$ cat src/rtl/uart_8n1_pkg.sv
// Shared constants and receiver state encoding for the 8N1 UART on the 16x baud clock.
package uart_8n1_pkg;

    localparam int         OVERSAMPLE     = 16;
    localparam logic [3:0] SAMPLE_TICK_LO  = 4'd7;
    localparam logic [3:0] SAMPLE_TICK_MID = 4'd8;
    localparam logic [3:0] SAMPLE_TICK_HI  = 4'd9;
    localparam logic [3:0] LAST_TICK       = 4'(OVERSAMPLE - 1);
    localparam int         DATA_BITS       = 8;
    localparam logic [3:0] LAST_DATA_IDX   = 4'(DATA_BITS);
    localparam logic [3:0] STOP_IDX        = 4'd9;

    typedef enum logic [2:0] {
        RX_IDLE,
        RX_START,
        RX_DATA,
        RX_STOP,
        RX_WAIT_IDLE
    } rx_state_e;

    function automatic logic majority3(input logic a, input logic b, input logic c);
        return (a & b) | (a & c) | (b & c);
    endfunction

endpackage

$ cat src/rtl/uart_rx_sync.sv
// Multi-flop synchronizer for the asynchronous rx line; resets to the idle (high) level.
module uart_rx_sync #(
    parameter int SYNC_STAGES = 2
) (
    input  logic clk_i,
    input  logic reset_i,
    input  logic d_i,
    output logic q_o
);

    logic [SYNC_STAGES-1:0] sync_q;

    always_ff @(posedge clk_i) begin
        if (reset_i) begin
            sync_q <= '1;
        end else begin
            sync_q <= {sync_q[SYNC_STAGES-2:0], d_i};
        end
    end

    assign q_o = sync_q[SYNC_STAGES-1];

endmodule

$ cat src/rtl/uart_8n1_receiver.sv
// 8N1 UART receiver: 16x oversampling, 3-sample majority vote, one-deep holding register.
//
//  state        | meaning
//  RX_IDLE      | line idle, waiting for rx_s low (tick 0 of start bit)
//  RX_START     | validating start bit; majority high at tick 9 rejects a glitch
//  RX_DATA      | shifting 8 data bits LSB first, sampled at tick 9
//  RX_STOP      | stop bit decision at tick 9: load byte or flag framing error
//  RX_WAIT_IDLE | after a framing error, wait for the line to return high
module uart_8n1_receiver
    import uart_8n1_pkg::*;
#(
    parameter int SYNC_STAGES = 2
) (
    input  logic       clk_baud_16x_i,
    input  logic       reset_i,
    input  logic       rx_i,
    output logic [7:0] recv_data_o,
    output logic       recv_valid_o,
    input  logic       recv_read_i,
    output logic       recv_overrun_o,
    output logic       recv_frame_err_o,
    output logic       recv_busy_o
);

    logic                 rx_s;
    rx_state_e            state_q, state_d;
    logic [3:0]           tick_q, tick_d;
    logic [3:0]           bit_idx_q, bit_idx_d;
    logic [1:0]           samp_q, samp_d;
    logic [DATA_BITS-1:0] shift_q, shift_d;
    logic [DATA_BITS-1:0] data_q, data_d;
    logic                 valid_q, valid_d;
    logic                 overrun_q, overrun_d;
    logic                 frame_err_q, frame_err_d;
    logic                 load;
    logic                 maj;

    uart_rx_sync #(
        .SYNC_STAGES(SYNC_STAGES)
    ) u_sync (
        .clk_i  (clk_baud_16x_i),
        .reset_i(reset_i),
        .d_i    (rx_i),
        .q_o    (rx_s)
    );

    always_ff @(posedge clk_baud_16x_i) begin
        if (reset_i) begin
            state_q     <= RX_IDLE;
            tick_q      <= '0;
            bit_idx_q   <= '0;
            samp_q      <= '1;
            shift_q     <= '0;
            data_q      <= '0;
            valid_q     <= 1'b0;
            overrun_q   <= 1'b0;
            frame_err_q <= 1'b0;
        end else begin
            state_q     <= state_d;
            tick_q      <= tick_d;
            bit_idx_q   <= bit_idx_d;
            samp_q      <= samp_d;
            shift_q     <= shift_d;
            data_q      <= data_d;
            valid_q     <= valid_d;
            overrun_q   <= overrun_d;
            frame_err_q <= frame_err_d;
        end
    end

    always_comb begin
        state_d     = state_q;
        tick_d      = tick_q + 4'd1;
        bit_idx_d   = bit_idx_q;
        samp_d      = samp_q;
        shift_d     = shift_q;
        frame_err_d = 1'b0;
        load        = 1'b0;
        maj         = majority3(samp_q[1], samp_q[0], rx_s);

        if (tick_q == LAST_TICK) begin
            bit_idx_d = bit_idx_q + 4'd1;
        end
        if (tick_q == SAMPLE_TICK_LO) begin
            samp_d[1] = rx_s;
        end
        if (tick_q == SAMPLE_TICK_MID) begin
            samp_d[0] = rx_s;
        end

        case (state_q)
            RX_IDLE: begin
                tick_d    = '0;
                bit_idx_d = '0;
                if (!rx_s) begin
                    state_d = RX_START;
                    tick_d  = 4'd1;
                end
            end
            RX_START: begin
                if (tick_q == SAMPLE_TICK_HI && maj) begin
                    state_d = RX_IDLE;
                end else if (tick_q == LAST_TICK) begin
                    state_d = RX_DATA;
                end
            end
            RX_DATA: begin
                if (tick_q == SAMPLE_TICK_HI) begin
                    shift_d = {maj, shift_q[DATA_BITS-1:1]};
                end
                if (tick_q == LAST_TICK && bit_idx_q == LAST_DATA_IDX) begin
                    state_d = RX_STOP;
                end
            end
            RX_STOP: begin
                if (tick_q == SAMPLE_TICK_HI && bit_idx_q == STOP_IDX) begin
                    if (maj) begin
                        load    = 1'b1;
                        state_d = RX_IDLE;
                    end else begin
                        frame_err_d = 1'b1;
                        state_d     = RX_WAIT_IDLE;
                    end
                end
            end
            RX_WAIT_IDLE: begin
                tick_d    = '0;
                bit_idx_d = '0;
                if (rx_s) begin
                    state_d = RX_IDLE;
                end
            end
            default: begin
                state_d   = RX_IDLE;
                tick_d    = '0;
                bit_idx_d = '0;
            end
        endcase
    end

    // Holding register: a read in the load cycle makes room for the new byte.
    always_comb begin
        data_d    = data_q;
        valid_d   = valid_q;
        overrun_d = overrun_q;
        if (load) begin
            if (!valid_q) begin
                data_d  = shift_q;
                valid_d = 1'b1;
            end else if (recv_read_i) begin
                data_d    = shift_q;
                overrun_d = 1'b0;
            end else begin
                overrun_d = 1'b1;
            end
        end else if (recv_read_i && valid_q) begin
            valid_d   = 1'b0;
            overrun_d = 1'b0;
        end
    end

    assign recv_data_o      = data_q;
    assign recv_valid_o     = valid_q;
    assign recv_overrun_o   = overrun_q;
    assign recv_frame_err_o = frame_err_q;
    assign recv_busy_o      = (state_q != RX_IDLE);

endmodule

$ cat config.mk
export PLATFORM = sky130hd
export DESIGN_NAME = uart_8n1_receiver
export DESIGN_NICKNAME = d
export VERILOG_FILES = /design/src/rtl/uart_8n1_pkg.sv /design/src/rtl/uart_rx_sync.sv /design/src/rtl/uart_8n1_receiver.sv
export SDC_FILE = /design/constraint.sdc
export NUM_CORES = 1
export LEC_CHECK = 0
export CELL_PAD_IN_SITES_DETAIL_PLACEMENT = 1
export CELL_PAD_IN_SITES_GLOBAL_PLACEMENT = 1
export CORE_ASPECT_RATIO = 0.7
export CORE_MARGIN = 2
export CORE_UTILIZATION = 42
export DETAILED_ROUTE_END_ITERATION = 6
export GPL_TIMING_DRIVEN = 0
export PLACE_DENSITY_LB_ADDON = 0.25
export SETUP_SLACK_MARGIN = 0.3
export SYNTH_ARGS = -nofsm -noshare
export SYNTH_HDL_FRONTEND = slang
export SYNTH_HIERARCHICAL = 1
export SYNTH_SLANG_ARGS = --single-unit
$ cat constraint.sdc
create_clock -name clk_baud_16x_i -period 1.8 [get_ports clk_baud_16x_i]
set_input_delay 0.54 -clock clk_baud_16x_i [delete_from_list [all_inputs] [get_ports clk_baud_16x_i]]
set_output_delay 0.54 -clock clk_baud_16x_i [all_outputs]
set_load 0.005 [all_outputs]
== Word-level counts from Yosys, hierarchy flattened ==
Index checks and enable logic that the tools add are counted.
Storage, ports and cells
  flip-flop bits (word level): 34
  bits of input ports: 4
  output and inout bits: 12
  word-level logic and storage cells: 73
Operators by class
  add/sub/neg operators: 2
  equal/unequal tests: 17
  mux-type cells: 21
  bitwise gates (word level): 8
  reductions and logical operators: 14
Operators by type and width (number)
  $mux 3: 7
  $eq 4x4->1 const B: 5
  $mux 8: 2
  $pmux 3 s5: 1
  $mux 1: 10
  $ne 2x2->1 const B: 5
  $add 4x1->4 const B: 2
  $pmux 4 s2: 1
  $eq 3x2->1 const B: 2
  $reduce_and 2->1: 3
  $reduce_or 3->1: 2
  $reduce_and 5->1: 1
  $eq 4x3->1 const B: 1
  $logic_and 1x1->1: 4
  $and 1x1->1: 3
  $eq 3x1->1 const B: 1
  $eq 3x3->1 const B: 1
  $logic_not 3->1: 1
  $ne 3x3->1 const B: 1
  $not 1->1: 3
  $reduce_bool 3->1: 1
  $ne 2x1->1 const B: 1
  $or 1x1->1: 2
  $reduce_bool 2->1: 1
  $reduce_or 2->1: 1

== Depth between registers and ports, before layout ==
Gate-level depths: netlist of the first run.
  depth in word-level cells: 8
  gate-level depth with buffers: 7
  depth with buffers taken out: 6

== Cells and area by module ==
Netlist of the first run, hierarchy kept.
Modules (own cells, without submodules)
  uart_8n1_receiver: instances 1, cells an instance 176, area an instance 1529.0 um^2, sequential area each 640.6 um^2
  uart_rx_sync: instances 1, cells an instance 4, area an instance 52.6 um^2, sequential area each 40.0 um^2

== Least setup slack after synthesis of the first run ==
No wires, ideal clock.
  path kind: register -> register
  from: reg bit_idx_q[1]
  to: reg state_q[2]
  library setup time: 119 ps
  arrival time: 1462 ps
  data required time: 1681 ps
  path slack: 219 ps
  cell stages (with the launch flop): 7
  path buffers: 0
  clock period less this slack: 1581 ps
  cell sequence: dfxtp_1 -> inv_1 -> ha_1 -> and4b_4 -> a311o_1 -> a21boi_1 -> o221a_1
On the way
  cells in the longest elaborated chain, start to end: 4
  elaborated cells on any way between the ends: 7
  classes of those cells: 4 x eq/ne; 3 x reduce/logical
RTL lines
  start, declared: line uart_8n1_receiver.sv:28  | logic [3:0] bit_idx_q, bit_idx_d;
  start signal, assigned: line uart_8n1_receiver.sv:61  | bit_idx_q <= bit_idx_d;
  $eq 4x4->1, on equally long branches: line uart_8n1_receiver.sv:116, uart_8n1_receiver.sv:111
  $logic_and 1x1->1, on equally long branches: line uart_8n1_receiver.sv:116, uart_8n1_receiver.sv:111
  $ne 2x2->1 (no line)
  $reduce_and 5->1 (no line) *
  end signal, assigned: line uart_8n1_receiver.sv:59  | state_q <= state_d;
  end, declared: line uart_8n1_receiver.sv:26  | rx_state_e state_q, state_d;
Every way passes the cells marked *; elsewhere a longest branch is shown, timed or not.
A chain may end at the register's enable or synchronous reset.

== Worst setup path after layout of the first run ==
Ends and elaborated chain as after synthesis.

==> impl_metrics.ini, run 1 <==
[critical_path]
path_class = flop to flop
cp_num_buf_inv = 1
start_kind = flop
worst_path_dominant_cell_family = compound AO/OA/AOI/OAI gates
rrSetupSlack_ns = 0.13
cp.arrival_ns = 1.86
cp_data_required_time_ns = 1.99
crit_chain = inv_2, ha_4, and4b_4, a311o_1, a21boi_4, o221a_1
cp_slowest_cell = a311o_1
critPathMaxFanout = 3
crit_path_max_incr_delay_ns = 0.40
end_kind = flop

[clock_network]
clkSlewWorstSetupHoldPaths_ns = 0.08
numCtsBuffers = 5
clk_root_buffer_cell = clkbuf_8
clock-sinks = 34
cts_tree = yes
clk_latency_ns = 0.30
hold_buffers = 0
clockBufferDepth = 2
h-tree-depth = 2

[sta]
clock_skew_ns = 0.01441
rsz0062_at_grt = yes
slew_headroom_pct = 66.40
fin_crit_sh_pct = 92.65
hold_viol_final = 0
setup_viol = 0
timing.hold.ws_ns = 0.4202
finalMaxSlewViolations = 0
fin_crit_ns = 1.668
fmax_ghz = 0.5996
tightest_slew_ns = 0.5040

[route]
first_pass_iters = 4
wl_per_cell_um = 19.89
vias = 1502
drt_iter0_markers = 133
drt_wl_total_um = 5331
antenna_left = 0
via_per_inst = 5.604
drc = 0

[logic_synthesis]
synthTopCellsByArea = dfxtp_1, mux2i_1, a21oi_1, ha_1, nor2_1
synth_fp_nets = 190
ys_seq_area_share_pct = 43.04
synth_cell_types = 40
netlist.area_leader.share_pct = 43.04
syn_area_per_cell_um2 = 8.786
async_flop_share_pct = 0
synth_top_area_cell = dfxtp_1
yosysWarnings = 6
synth_ff_type = dfxtp_1
syn_inst = 180
synth_edf_count = 0
ys_ff_latch = 34
syn_area_um2 = 1582

[placement]
place_inst = 245
gp_congestion = 0.8639
dp_hpwl_um = 2867
portBuffers = 15

[floorplanning]
die_x_um = 77.35
io_pins = 16
initial_core_util_pct = 44.44
dieArea_um2 = 4280
rows = 18
core_um2 = 3558
die_h_um = 55.34

[layout]
drive_gt1_share_pct = 37.16
post-route-util_pct = 62.06
syn_to_final_growth_pct = 39.64
fill_cells = 420
layout_common_cells = dfxtp_1, nor2_1, buf_4, a21oi_1, dlygate4sd2_1
fin_nets = 227
layout_commonest_cell = dfxtp_1
antenna_cells = 0
final_cells = 268
multi_input_area_um2 = 985.9
seqCellArea_um2 = 694.4

[outcome]
status = finished, final reports clean

[global_route]
grt_pass1_vias = 1480
grtUsageTotal_pct = 21.90
antenna_found_initial = 0
grt_remaining_overflow = 0
grt_pass1_wl_um = 7300
grt_max_degree = 12

[power]
p_leak_nw = 0.8953
powerDensity_nw_per_um2 = 681.2
vdd_drop_max_mv = 0.5414

[min_path]
min_path_type = flop to flop

[job]
maxCapViolCount = 0
## worst paths after layout
| check | from | end | cells past startpoint |
|---|---|---|---|
| worst max-delay path | bit_idx_q[1]$_SDFFE_PP0P_ | state_q[2]$_SDFFE_PP0P_ | 6 |
| worst min-delay path | u_sync/sync_q[0]$_SDFF_PP1_ | u_sync/sync_q[1]$_SDFF_PP1_ | 1 |
| worst max register to register | bit_idx_q[1]$_SDFFE_PP0P_ | state_q[2]$_SDFFE_PP0P_ | 6 |
| worst min register to register | u_sync/sync_q[0]$_SDFF_PP1_ | u_sync/sync_q[1]$_SDFF_PP1_ | 1 |
## metal layers
layer	share of wire, %	global-route usage, %	wire length [um]	up-vias
met4	3.2	8.418	170	0
met5	0	0	0	-
met1	44	28.38	2365	742
met2	48	35.90	2556	45
met3	4.5	4.575	239	21
li1	-	-	-	694
## cells by family after synthesis
group / Yosys count / synth area share [%]
and+or+nand+nor: 67 / 22.23
DFF: 34 / 43.04
adders and majority gates: 7 / 5.459
muxes: 9 / 5.696
buffers and inverters: 18 / 5.696
xor gates and xnor gates: 5 / 2.769
AOI/OAI and AO/OA: 40 / 15.11
## timing repair
item / CTS / global route
endpoints found under the setup margin: 42 / 32
buffers inserted: 12 / 2
pin swaps: 12 / 8
gates cloned: 1 / 0
resized for setup: 53 / 40
## synthesized netlist by cell type (5+ instances only)
cell	count
dfxtp_1	34
clkbuf_1	5
mux2i_1	9
inv_1	7
a21oi_1	16
nand3_1	13
nor2_1	19
o21ai_0	12
nand2_1	10
ha_1	6
nor2b_1	7
## flip-flops by register name (all words and copies together), names as in the netlist
signal            cells
recv_data_o           8
shift_q               8
bit_idx_q             4
tick_q                4
state_q               3
samp_q                2
u_sync/sync_q         2
recv_frame_err_o      1
recv_overrun_o        1
recv_valid_o          1
## cell type report
class	instances	share of cell area [%]
clock buffers	6	3.739
repair buffers	30	11.39
flip-flops and latches	34	31.44
clock inverters	2	0.5666
inverters	7	1.190
plain buffers	11	4.193
multi-input cells	128	44.65
well taps	50	2.833
## stage by stage
stage                     area [um2]  setup slack (ns)  power (W)  setup TNS, ns
after floorplan                 1584            0.2395  0.0008328              0
after global placement          1797           -0.2108  0.0008597         -3.819
after detailed placement        1797           -0.3097  0.0008660         -6.227
after CTS                       2066            0.1210   0.001474              0
after global routing            2208            0.1070   0.001552              0
final                           2208            0.1323   0.001504              0
## power breakdown
| part | internal [W] | total, W | switching [W] |
|---|---|---|---|
| Combinational | 0.0000498 | 0.000121 | 0.0000713 |
| Clock | 0.000308 | 0.000616 | 0.000308 |
| Sequential | 0.000758 | 0.000767 | 0.00000891 |
Note: power is estimated with default switching activity, not from simulation.
==> run 2, diff against run 1 <==
==> constraint.sdc (replaced) <==
create_clock -name clk_baud_16x_i -period 1.8 [get_ports clk_baud_16x_i]
set_input_delay 0.36 -clock clk_baud_16x_i [delete_from_list [all_inputs] [get_ports clk_baud_16x_i]]
set_output_delay 0.36 -clock clk_baud_16x_i [all_outputs]
set_load 0.005 [all_outputs]
==> run 2 against run 1 <==
Effect of this change: die area did not move; final cell count down 0.75%; clock skew down 0.0056 ns; clock power down 2%; core utilization down 0.070 points; count of clock-buffer cells in the layout unchanged; combinational power down 5%; sequential power hardly changed; critical endpoint is now recv_data_o[1]$_SDFFE_PP0P_; largest power group unchanged.
==> impl_metrics.ini, run 2 (synthesized netlist as in run 1, its figures left out) <==
[outcome]
status = finished, final reports clean

[route]
wl_per_cell_um = 19.89
drt-met1-wl_um = 2304
first_pass_iters = 4
drt_iter0_markers = 132
vias = 1502
drt_wl_total_um = 5290
drc = 0
antenna_left = 0
wl_met2_um = 2535
routed-wl-met3_um = 263
top_layer_used = met4
via_per_inst = 5.647

[power]
total_power_w = 0.001483
powerDensity_nw_per_um2 = 672.4
p_leak_nw = 1.024
switchingPower_w = 0.0003707
pwr-share-seq_pct = 51.7
power_frac_comb_pct = 7.8
p_clk_share_pct = 40.5
vdd_drop_max_mv = 0.5173
p_int_w = 0.001113
p_sw_share_pct = 24.99

[critical_path]
reg2regPathDepth = 7
path_class = input pin to flop
start_kind = input pin
end_kind = flop
rr_startpoint = state_q[1]$_SDFFE_PP0P_
cp.arrival_ns = 1.96
cp_data_required_time_ns = 2.02
critPathMaxFanout = 8
cp-startpoint = recv_read_i

[clock_network]
clock-sinks = 34
numCtsBuffers = 5
hold_buffers = 0
h-tree-depth = 2
clkSlewWorstSetupHoldPaths_ns = 0.07
cts_tree = yes
clockBufferDepth = 2
clk_root_buffer_cell = clkbuf_8
clk_latency_ns = 0.29

[min_path]
hp-start = u_sync/sync_q[0]$_SDFF_PP1_
holdPathStages = 1
min_path_type = flop to flop

[global_route]
grt_remaining_overflow = 0
grt_pass1_vias = 1481
antenna_found_initial = 0
grtUsageTotal_pct = 22.33
grt_pass1_wl_um = 7438
grt_max_degree = 12

[layout]
multi_input_area_um2 = 954.7
syn_to_final_growth_pct = 39.48
antenna_cells = 0
drive_gt1_share_pct = 33.80
layout_common_cells = dfxtp_1, nor2_1, a21oi_1, dfxtp_2, buf_4
fin_nets = 225
fill_cells = 418
finalInstanceArea_um2 = 2206
layout_commonest_cell = dfxtp_1
seqCellArea_um2 = 698.2

[sta]
timing.hold.ws_ns = 0.4193
setup_tns_ns = 0
hold_viol_final = 0
rsz0062_at_grt = yes
setup_viol = 0
clock_skew_ns = 0.008779
tightest_slew_ns = 0.7545
fin_crit_ns = 1.739
finalWorstSetupSlack_ns = 0.06124
finalMaxSlewViolations = 0
slew_headroom_pct = 49.59
fmax_ghz = 0.5751
fin_crit_sh_pct = 96.60

[floorplanning]
core_um2 = 3558
initial_core_util_pct = 44.44
io_pins = 16
die_h_um = 55.34
rows = 18
die_x_um = 77.35
dieArea_um2 = 4280

[job]
maxCapViolCount = 0

[placement]
portBuffers = 15
gp_congestion = 0.8639
placed_cell_area_um2 = 1797
pre_cts_ws_ns = -0.1297
dp_hpwl_um = 2867
==> run 2: cell count changes in the layout (fill, tap and decap cells not counted), moves of 3 or more <==
| cell | delta |
|---|---|
| dfxtp_2 | +3 |
| dfxtp_1 | -3 |
| dlymetal6s2s_1 | +10 |
| buf_4 | -4 |
| o21ai_1 | +3 |
| o21ai_2 | -3 |
| dlygate4sd2_1 | -10 |
==> run 2: area by class of cell <==
cell class	instances	share of cell area [%]
multi-input cells	128	43.28
flip-flops and latches	34	31.65
repair buffers	28	12.65
plain buffers	11	4.084
clock buffers	6	3.744
well taps	50	2.836
inverters	7	1.191
clock inverters	2	0.5672
==> run 2: worst paths after layout <==
| kind | slack, ns | end |
|---|---|---|
| min reg2reg | 0.42 | u_sync/sync_q[1]$_SDFF_PP1_ |
| max | 0.06 | recv_data_o[1]$_SDFFE_PP0P_ |
| min | 0.42 | u_sync/sync_q[1]$_SDFF_PP1_ |
| max reg2reg | 0.07 | recv_data_o[0]$_SDFFE_PP0P_ |
==> run 2: per-layer routing <==
metal,vias up,track usage [%]
met5,-,0
met4,0,9.184
met3,19,4.575
met2,56,36.52
met1,728,28.82
li1,699,-
==> run 2: repair_timing <==
item | CTS | global route
pin swaps | 12 | 6
gates cloned | 1 | 0
endpoints found under the setup margin | 27 | 42
buffers inserted | 11 | 1
resized for setup | 42 | 39
==> run 2: power groups by stage <==
| stage | combinational [W] | clock [W] | sequential [W] |
|---|---|---|---|
| 2_1_floorplan | 0.0000527 | 0 | 0.000780 |
| 4_1_cts | 0.0000943 | 0.000607 | 0.000767 |
| 5_1_grt | 0.000122 | 0.000651 | 0.000767 |
| 6_report | 0.000115 | 0.000601 | 0.000767 |
| 3_3_place_gp | 0.0000783 | 0 | 0.000781 |
| 3_5_place_dp | 0.0000841 | 0 | 0.000782 |
==> run 2: critical path: stages <==
cell	delay [ns]
clkdlybuf4s50_1	0.49
nor2b_1	0.63
o21ai_1	0.26
a21oi_2	0.22
==> run 2: through the flow <==
| step | utilization (%) | cells |
|---|---|---|
| 2_1_floorplan | - | 180 |
| 3_3_place_gp | 50.49 | 245 |
| 3_5_place_dp | 50.49 | 245 |
| 4_1_cts | 58.19 | 265 |
| 5_1_grt | 61.99 | 266 |
| 6_report | 61.99 | 266 |
==> run 3, diff against run 2 <==
CORE_UTILIZATION = 40   (was 42)
==> run 3 against run 2 <==
Effect of this change: final cell count rose by 2.6%; wire length fell by 0.40%; via count did not move; critical path depth rose by 3; global-route usage rose by 0.26 points; largest power group unchanged.
==> impl_metrics.ini, run 3 (synthesized netlist as in run 1, its figures left out) <==
[outcome]
status = finished, final reports clean

[placement]
gp_congestion = 0.7911
pre_cts_ws_ns = -0.1102
placed_cell_area_um2 = 1799
place_inst = 247
portBuffers = 15
dp_hpwl_um = 2940

[sta]
setup_viol = 0
fin_crit_ns = 1.655
finalWorstSetupSlack_ns = 0.1453
clock_skew_ns = 0.006204
slew_headroom_pct = 63.16
timing.hold.ws_ns = 0.4121
fmax_ghz = 0.6043
tightest_slew_ns = 0.5526
rsz0062_at_grt = yes
hold_viol_final = 0
fin_crit_sh_pct = 91.93
finalMaxSlewViolations = 0

[clock_network]
h-tree-depth = 2
clkSlewWorstSetupHoldPaths_ns = 0.07
numCtsBuffers = 5
clk_root_buffer_cell = clkbuf_8
cts_tree = yes
clock-sinks = 34
clockBufferDepth = 2
clk_latency_ns = 0.29

[route]
drt_iter0_markers = 93
antenna_left = 0
first_pass_iters = 4
wl_per_cell_um = 19.30
drc = 0
via_per_inst = 5.502
drt_wl_total_um = 5269
vias = 1502

[critical_path]
end_kind = flop
cp.arrival_ns = 1.83
path_class = flop to flop
critPathMaxFanout = 4
start_kind = flop
cp_data_required_time_ns = 1.98

[global_route]
antenna_found_initial = 0
grtUsageTotal_pct = 22.59
grt_remaining_overflow = 0
grt_pass1_wl_um = 7527
grt_max_degree = 11
grt_pass1_vias = 1482

[layout]
syn_to_final_growth_pct = 41.53
seqCellArea_um2 = 700.7
layout_commonest_cell = dfxtp_1
layout_common_cells = dfxtp_1, nor2_1, buf_4, a21oi_1
fill_cells = 449
drive_gt1_share_pct = 35.75
multi_input_area_um2 = 962.2
final_cells = 273
fin_nets = 230
antenna_cells = 0
finalInstanceArea_um2 = 2238

[floorplanning]
core_um2 = 3851
initial_core_util_pct = 41.07
die_h_um = 56.61
rows = 19
dieArea_um2 = 4481
die_x_um = 79.16
io_pins = 16

[min_path]
min_path_type = flop to flop

[job]
maxCapViolCount = 0

[power]
powerDensity_nw_per_um2 = 657.3
p_leak_nw = 0.9576
vdd_drop_max_mv = 0.4369
## run 3: cell type report
| cell class | count | share of cell area, % |
|---|---|---|
| Clock inverter | 1 | 0.2236 |
| Multi-Input combinational cell | 128 | 42.98 |
| Clock buffer | 7 | 3.857 |
| Buffer | 11 | 3.969 |
| Inverter | 7 | 1.174 |
| Sequential cell | 34 | 31.30 |
| Tap cell | 52 | 2.907 |
| Timing Repair Buffer | 33 | 13.58 |
## run 3: metal layers
metal / GRT usage (%) / vias to the layer above / routed length (um)
li1: - / 709 / -
met1: 28.39 / 742 / 2304
met2: 37.17 / 32 / 2646
met3: 5.145 / 19 / 188
met4: 9.852 / 0 / 129
met5: 0 / - / 0
## run 3: final timing paths
path                               start                          end  slack (ns)  cells after the start
min reg2reg  u_sync/sync_q[0]$_SDFF_PP1_  u_sync/sync_q[1]$_SDFF_PP1_        0.41                      1
max            bit_idx_q[0]$_SDFFE_PP0P_      state_q[2]$_SDFFE_PP0P_        0.15                      7
min          u_sync/sync_q[0]$_SDFF_PP1_  u_sync/sync_q[1]$_SDFF_PP1_        0.41                      1
max reg2reg    bit_idx_q[0]$_SDFFE_PP0P_      state_q[2]$_SDFFE_PP0P_        0.15                      7
## run 3: critical path, stage by stage, from the launching register on
cell and delay (ns):
dfxtp_4 0.37, inv_2 0.09, ha_4 0.14, nor4bb_1 0.33, a311o_1 0.20, buf_4 0.13, o21ai_2 0.06, o221a_1 0.23
## run 3: repair_timing
action	in CTS	in global routing
cloned	1	0
endpoints found under the hold margin	0	0
setup buffers	14	3
resized for setup	41	38
setup endpoints to repair	36	34
hold buffers	0	0
pin swaps	10	8
## run 3: report_power, final
group / internal [W] / leakage, nW / switching, W / total (W)
registers: 0.000757 / 0.281 / 0.00000822 / 0.000765
logic: 0.0000480 / 0.628 / 0.0000640 / 0.000112
clock network: 0.000309 / 0.0482 / 0.000285 / 0.000594
total: 0.00111 / 0.958 / 0.000357 / 0.00147
## run 3: through the flow
step / power (W) / util, % / setup TNS (ns)
2_1_floorplan: 0.0008328 / - / 0
3_3_place_gp: 0.0008598 / 46.72 / -0.1626
3_5_place_dp: 0.0008634 / 46.72 / -0.8652
4_1_cts: 0.001467 / 54.48 / 0
5_1_grt: 0.001534 / 58.12 / 0
6_report: 0.001471 / 58.12 / 0
